===== config.mk =====
export PLATFORM = sky130hd
export DESIGN_NAME = sipo_load_ctrl
export DESIGN_NICKNAME = d
export VERILOG_FILES = /design/src/rtl/sipo_load_ctrl.sv
export SDC_FILE = /design/constraint.sdc
export NUM_CORES = 1
export LEC_CHECK = 0
export BUFFER_PORTS_ARGS = -buffer_cell sky130_fd_sc_hd__buf_2
export CAP_MARGIN = 20
export CORE_MARGIN = 10
export CORE_UTILIZATION = 25
export CTS_BUF_LIST = sky130_fd_sc_hd__clkbuf_16
export CTS_CLUSTER_SIZE = 40
export DETAILED_ROUTE_END_ITERATION = 10
export SYNTH_ARGS = -nofsm -noshare
export SYNTH_HDL_FRONTEND = slang
export SYNTH_SLANG_ARGS = --single-unit

===== constraint.sdc =====
create_clock -name clk -period 2.2 [get_ports clk]
set_input_delay 0.55 -clock clk [delete_from_list [all_inputs] [get_ports clk]]
set_output_delay 0.55 -clock clk [all_outputs]
set_load 0.01 [all_outputs]

===== src/rtl/sipo_load_ctrl.sv =====
// Command/load sequencer between the UART receiver and the operand SIPOs.
// A command byte selects a vector load (A or B) or an operation; loads then
// stream exactly LENGTH bytes into the chosen SIPO, and operations raise a
// launch strobe and block new traffic until the result stage signals done.
module sipo_load_ctrl #(
  parameter int WIDTH  = 8,
  parameter int LENGTH = 1024,
  parameter int CNT_W  = $clog2(LENGTH)
) (
  input  logic             clk,
  input  logic             reset,
  input  logic [WIDTH-1:0] rx_data,
  input  logic             rx_ready,
  input  logic             op_done,
  output logic [WIDTH-1:0] ser_out,
  output logic             write_a,
  output logic             write_b,
  output logic [2:0]       op_code,
  output logic             op_start,
  output logic             a_valid,
  output logic             b_valid,
  output logic             busy,
  output logic             err
);

  typedef enum logic [2:0] {IDLE, LOAD_A, LOAD_B, EXEC, WAIT_DONE} state_t;

  localparam logic [CNT_W-1:0] LAST = CNT_W'(LENGTH - 1);

  state_t           state_q, state_d;
  logic [CNT_W-1:0] cnt_q, cnt_d;
  logic [WIDTH-1:0] ser_d;
  logic             wa_d, wb_d, ops_d, av_d, bv_d, busy_d, err_d;
  logic [2:0]       opc_d;
  logic [2:0]       cmd;

  assign cmd = rx_data[2:0];

  // Next-state and next-output decode; every output is registered below so
  // the strobes line up with the state they belong to.
  always_comb begin
    state_d = state_q;
    cnt_d   = cnt_q;
    ser_d   = ser_out;
    wa_d    = 1'b0;
    wb_d    = 1'b0;
    ops_d   = 1'b0;
    opc_d   = op_code;
    av_d    = a_valid;
    bv_d    = b_valid;
    err_d   = 1'b0;
    case (state_q)
      IDLE: begin
        if (rx_ready) begin
          if (cmd == 3'd1) begin
            state_d = LOAD_A;
            cnt_d   = '0;
            av_d    = 1'b0;
          end else if (cmd == 3'd2) begin
            state_d = LOAD_B;
            cnt_d   = '0;
            bv_d    = 1'b0;
          end else if (cmd != 3'd0 && a_valid && b_valid) begin
            // op_start is high for exactly the one cycle spent in EXEC
            state_d = EXEC;
            opc_d   = cmd;
            ops_d   = 1'b1;
          end else begin
            err_d = 1'b1;
          end
        end
      end
      LOAD_A, LOAD_B: begin
        if (rx_ready) begin
          ser_d = rx_data;
          if (state_q == LOAD_A) wa_d = 1'b1;
          else                   wb_d = 1'b1;
          if (cnt_q == LAST) begin
            // last element: flag goes valid on the same edge as its write
            state_d = IDLE;
            if (state_q == LOAD_A) av_d = 1'b1;
            else                   bv_d = 1'b1;
          end else begin
            cnt_d = cnt_q + CNT_W'(1);
          end
        end
      end
      EXEC: begin
        state_d = WAIT_DONE;
        err_d   = rx_ready;
      end
      WAIT_DONE: begin
        // bytes during an operation are dropped; op_done still completes it
        err_d = rx_ready;
        if (op_done) state_d = IDLE;
      end
      default: state_d = IDLE;
    endcase
    busy_d = (state_d != IDLE);
  end

  // State and output registers with synchronous reset.
  always_ff @(posedge clk) begin
    if (reset) begin
      state_q  <= IDLE;
      cnt_q    <= '0;
      ser_out  <= '0;
      write_a  <= 1'b0;
      write_b  <= 1'b0;
      op_code  <= 3'd0;
      op_start <= 1'b0;
      a_valid  <= 1'b0;
      b_valid  <= 1'b0;
      busy     <= 1'b0;
      err      <= 1'b0;
    end else begin
      state_q  <= state_d;
      cnt_q    <= cnt_d;
      ser_out  <= ser_d;
      write_a  <= wa_d;
      write_b  <= wb_d;
      op_code  <= opc_d;
      op_start <= ops_d;
      a_valid  <= av_d;
      b_valid  <= bv_d;
      busy     <= busy_d;
      err      <= err_d;
    end
  end

endmodule


==> impl_metrics.tcl, run 1 <==
set metrics [dict create \
    clk_pin_slew_ns 0.05 \
    drt-vias-per-instance 4.87 \
    ff2ff_path_depth 6 \
    grt_max_degree 21 \
    relSlewSlack_pct 70.2 \
    drt_iter0_drc 95 \
    gp_congestion 0.840 \
    timing.hold.ws_ns 0.455 \
    crit_fanout 16 \
    worst_slew_pin_slew_ns 0.442 \
    worst_ep_arrival_time_ns 2.16 \
    synthArstFlopShare_pct 0 \
    route.vias.total 1329 \
    cts_buffers 5 \
    rsz0062_at_grt "no" \
    period_needed_ns 1.96 \
    fill_cells 615 \
    ctsLongestPathBuffers 2 \
    netlist_area_um2 1470 \
    antenna_found_initial 0 \
    required_ns 2.40 \
    rows 27 \
    fin_area_um2 1810 \
    drc 0 \
    synth_edf_count 0 \
    post_drt_wl_per_cell_um 13.6 \
    avgSynthCellArea_um2 8.67 \
    root_buffer "clkbuf_16" \
    cp-start-kind "register" \
    cts_setup_buffers 0 \
    ys_seq_area_share_pct 42.4 \
    finalMaxSlewViolations 0 \
    grt_pass1_vias 1349 \
    postPlaceCellArea_um2 1680 \
    peakVddDrop_mv 0.396 \
    syn_to_final_growth_pct 23.7 \
    grt_pass1_wl_um 6380 \
    final_nets 214 \
    synthFlopType "dfxtp_1" \
    syn-instance-count 169 \
    htree_levels 2 \
    antenna_left 0 \
    grtUsageTotal_pct 8.54 \
    layout-drive-gt1-share_pct 27.4 \
    clock-sinks 31 \
    power_density_nw_per_um2 753 \
    die_h_um 96.6 \
    synth_nets 182 \
    cts_resized 0 \
    worst_clock_skew_ns 0.00295 \
    final_util_pct 32.3 \
    drv_cap 0 \
    p_leak_nw 0.699 \
    cts_tree "yes" \
    die_area_um2 9320 \
    port-buffer-count 29 \
    holdBufCountCts 0 \
    synth_seq_cells 31 \
    pin_count 30 \
    synth_cell_types 44 \
    finalSetupViolCount 0 \
    crit_type "reg2reg" \
    final.period_utilization_pct 89.0 \
    hold_depth 2 \
    end_kind "register" \
    insertion_delay_ns 0.27 \
    drtPass1Iterations 4 \
    ys_warn_count 0 \
    status "finished clean" \
    diodes 0 \
    fmax_mhz 511 \
    final.setup.tns_ns 0 \
    grt.overflow.total 0 \
    dp_hpwl_um 2700 \
    hold_violations 0 \
    holdCritPathClass "reg2reg" \
    coreArea_um2 5610 \
    start_util_pct 26.1 \
    die_x_um 96.6 \
    drt_wl_total_um 3710 \
]
[path summary, 6_finish.rpt]
path | startpoint | end | slack [ns]
hold / removal | ser_out[6] | ser_out[6] | 0.45
setup reg to reg | cnt_q[0] | cnt_q[8] | 0.24
hold reg to reg | ser_out[6] | ser_out[6] | 0.45
setup / recovery | cnt_q[0] | cnt_q[8] | 0.24
[per-stage QoR]
step | setup WS, ns | power (W) | std cells
2_1_floorplan | 0.375 | 0.000699 | 169
6_report | 0.242 | 0.00136 | 273
3_5_place_dp | 0.112 | 0.000743 | 266
5_1_grt | 0.0167 | 0.00142 | 273
4_1_cts | 0.258 | 0.00138 | 273
3_3_place_gp | 0.158 | 0.000742 | 266
[cells in the final DEF, fill, tap and decap left out, drive strengths merged, types with 5 or more instances in the layout]
cell type / count
o21ai: 8
a21oi: 20
buf: 35
nor2: 19
clkbuf: 5
nand2: 17
dfxtp: 31
mux2i: 5
o31ai: 6
nand3: 13
[state kept, by name, summed over array words and instances, names as in the netlist]
name	flops
busy	1
cnt_q	10
b_valid	1
a_valid	1
write_b	1
write_a	1
err	1
ser_out	8
state_q	3
op_start	1
op_code	3
[critical path, stage by stage, from the launching register on]
cell	delay, ns
dfxtp_1	0.33
ha_1	0.28
nand3_1	0.17
o31ai_2	0.10
a21o_1	0.35
or4_1	0.51
a21oi_1	0.15
[cells in the mapped netlist, drive strengths merged (2+ instances only)]
cell type  count  area share, %
xnor2          2            1.2
nand2         17            4.5
mux2i          5            3.4
o21ai          8            2.7
buf            6            3.6
nor3           3            1.0
nand3b         2            1.0
nand3         13            4.8
a21oi         20            6.8
nor2          19            5.6
o31ai          6            3.4
or2            2           0.85
or4            4            2.0
or3            4            1.8
dfxtp         31             42
clkbuf         4            1.0
inv            4            1.0
[cells by family (layout without fill, tap and decap cells)]
kind of cell	count (synthesis)	in the layout	synth area share, %
simple gates	70	70	25.4
mux	6	6	4.18
flops	31	31	42.4
fa+ha+maj	1	1	0.854
compound gates	44	44	19.3
buf+inv	14	46	5.63
xor+xnor	3	3	2.31
[where the power goes]
part | total [W] | leakage [nW] | switching [W] | internal, W
Sequential | 0.000589 | 0.251 | 0.0000126 | 0.000577
Clock | 0.000632 | 0.0671 | 0.000227 | 0.000405
Combinational | 0.000143 | 0.382 | 0.0000880 | 0.0000549
Total | 0.00136 | 0.699 | 0.000327 | 0.00104
[metal layers]
layer  track usage, %  part of all wire [%]  vias to the layer above
met4             2.54                   1.2                        0
met5                0                     0                        -
met2             13.2                    45                       36
met3             3.47                   6.7                        5
li1                 -                     -                      671
met1             10.6                    47                      617
[layout make-up]
cell class	instances	area, um^2	share of cell area [%]
Clock buffer	5	125	6.91
Clock inverter	2	8.76	0.483
Inverter	4	15.0	0.829
Multi-Input combinational cell	124	762	42.1
Sequential cell	31	621	34.3
Tap cell	72	90.1	4.97
Timing Repair Buffer	35	190	10.5
No activity file was read; power rests on OpenSTA's default activity.
==> inputs of run 2 (changes only) <==
--- a/config.mk
+++ b/config.mk
@@ -8,10 +8,12 @@
 export BUFFER_PORTS_ARGS = -buffer_cell sky130_fd_sc_hd__buf_2
 export CAP_MARGIN = 20
 export CORE_MARGIN = 10
-export CORE_UTILIZATION = 25
+export CORE_UTILIZATION = 53
 export CTS_BUF_LIST = sky130_fd_sc_hd__clkbuf_16
 export CTS_CLUSTER_SIZE = 40
 export DETAILED_ROUTE_END_ITERATION = 10
+export PLACE_DENSITY = 0.82
+export SETUP_SLACK_MARGIN = 0.02
 export SYNTH_ARGS = -nofsm -noshare
 export SYNTH_HDL_FRONTEND = slang
 export SYNTH_SLANG_ARGS = --single-unit
==> run 2 against run 1 <==
Compared with the run above:
- largest cell class unchanged
- die area decreased by 44%
- cell count decreased by 16%
- sequential share of layout area increased by 1.5 points
- total power decreased by 0.37%
==> impl_metrics.tcl, run 2 (synthesis gave the netlist of run 1 again) <==
set metrics [dict create \
    top_regs "cnt_q: 10 flops, ser_out: 8 flops" \
    p_leak_nw 0.684 \
    drv_cap 0 \
    rsz0062_at_grt "no" \
    route.vias.total 1350 \
    final_common_cell "dfxtp_1" \
    crit_type "reg2reg" \
    drt_iter0_drc 84 \
    largest_register_ff_count 10 \
    holdBufCountCts 0 \
    final.setup.tns_ns 0 \
    post_drt_wl_per_cell_um 15.1 \
    final_util_pct 64.1 \
    finalSetupViolCount 0 \
    end_kind "register" \
    port-buffer-count 29 \
    diodes 0 \
    drc 0 \
    antenna_left 0 \
    coreArea_um2 2710 \
    drt_wl_total_um 3450 \
    regMostFlops "cnt_q" \
    worst_clock_skew_ns 0.00511 \
    power_density_nw_per_um2 782 \
    clk_pin_slew_ns 0.05 \
    relSlewSlack_pct 69.6 \
    required_ns 2.41 \
    timing.hold.ws_ns 0.454 \
    ctsLongestPathBuffers 2 \
    antenna_found_initial 0 \
    layout-drive-gt1-share_pct 26.3 \
    drt-vias-per-instance 5.90 \
    reg2reg_slack_ns 0.19 \
    final.period_utilization_pct 91.4 \
    final_nets 211 \
    hold_violations 0 \
    pin_count 30 \
    gp_congestion 0.857 \
    fill_cells 239 \
    crit_fanout 16 \
    die_x_um 72.6 \
    grtUsageTotal_pct 13.6 \
    root_buffer "clkbuf_16" \
    fin_cells 229 \
    drtPass1Iterations 7 \
    syn_to_final_growth_pct 18.6 \
    period_needed_ns 2.01 \
    peakVddDrop_mv 0.696 \
    cts_buffers 5 \
    worst_slew_pin_slew_ns 0.450 \
    start_util_pct 54.1 \
    layout.cells.most_common_list "31 x dfxtp_1, 29 x buf_2, 20 x a21oi_1, 17 x nor2_1, 16 x nand2_1" \
    holdCritPathClass "reg2reg" \
    die_area_um2 5270 \
    clock-sinks 31 \
    cts_setup_buffers 0 \
    rows 19 \
    cts_resized 0 \
    grt_pass1_vias 1322 \
    worst_ep_arrival_time_ns 2.22 \
    cp-start-kind "register" \
    htree_levels 2 \
    cts_tree "yes" \
    dp.cells 222 \
    grt.overflow.total 0 \
    grt_max_degree 21 \
    die_h_um 72.6 \
    dp_hpwl_um 2420 \
    status "finished clean" \
    finalMaxSlewViolations 0 \
    total_power_w 0.00136 \
    grt_pass1_wl_um 5740 \
    insertion_delay_ns 0.28 \
    fmax_mhz 498 \
]
-- run 2: cell count changes in the layout (fill, tap and decap cells not counted), sizes merged --
cell,delta
buf,-3
-- run 2: path summary, 6_finish.rpt --
| kind | from | to | depth (start not counted) |
|---|---|---|---|
| hold reg to reg | ser_out[6] | ser_out[6] | 2 |
| setup reg to reg | cnt_q[0] | cnt_q[4] | 6 |
| setup / recovery | cnt_q[0] | cnt_q[4] | 6 |
| hold / removal | ser_out[6] | ser_out[6] | 2 |
-- run 2: cell type report --
class / count / area (um^2) / area share, %
multi-input cells: 124 / 762 / 43.8
flip-flops and latches: 31 / 621 / 35.7
well taps: 31 / 38.8 / 2.23
clock inverters: 2 / 8.76 / 0.504
repair buffers: 32 / 168 / 9.65
clock buffers: 5 / 125 / 7.20
inverters: 4 / 15.0 / 0.864
-- run 2: power by group --
part	switching (W)	internal, W	total (W)
Clock	0.000225	0.000404	0.000630
Combinational	0.0000876	0.0000524	0.000140
Sequential	0.0000124	0.000577	0.000589
Total	0.000325	0.00103	0.00136
-- run 2: routing by layer --
metal	global-route usage (%)	part of all wire, %	vias to the layer above
met5	0	0	-
li1	-	-	669
met2	21.0	48	47
met3	6.53	7.6	4
met1	14.8	43	630
met4	8.23	1.5	0
-- run 2: through the flow --
step	instance area (um^2)	setup slack (ns)
2_1_floorplan	1470	0.375
3_3_place_gp	1600	0.169
3_5_place_dp	1600	0.0527
4_1_cts	1740	0.212
5_1_grt	1740	0.0380
6_report	1740	0.190
-- run 2: worst max-delay path: stages (launching register included) --
cell and delay [ns]:
dfxtp_1 0.37, ha_1 0.26, nand3_1 0.16, o31ai_2 0.37, a21o_1 0.46, o21ai_0 0.16
a21oi_1 0.15
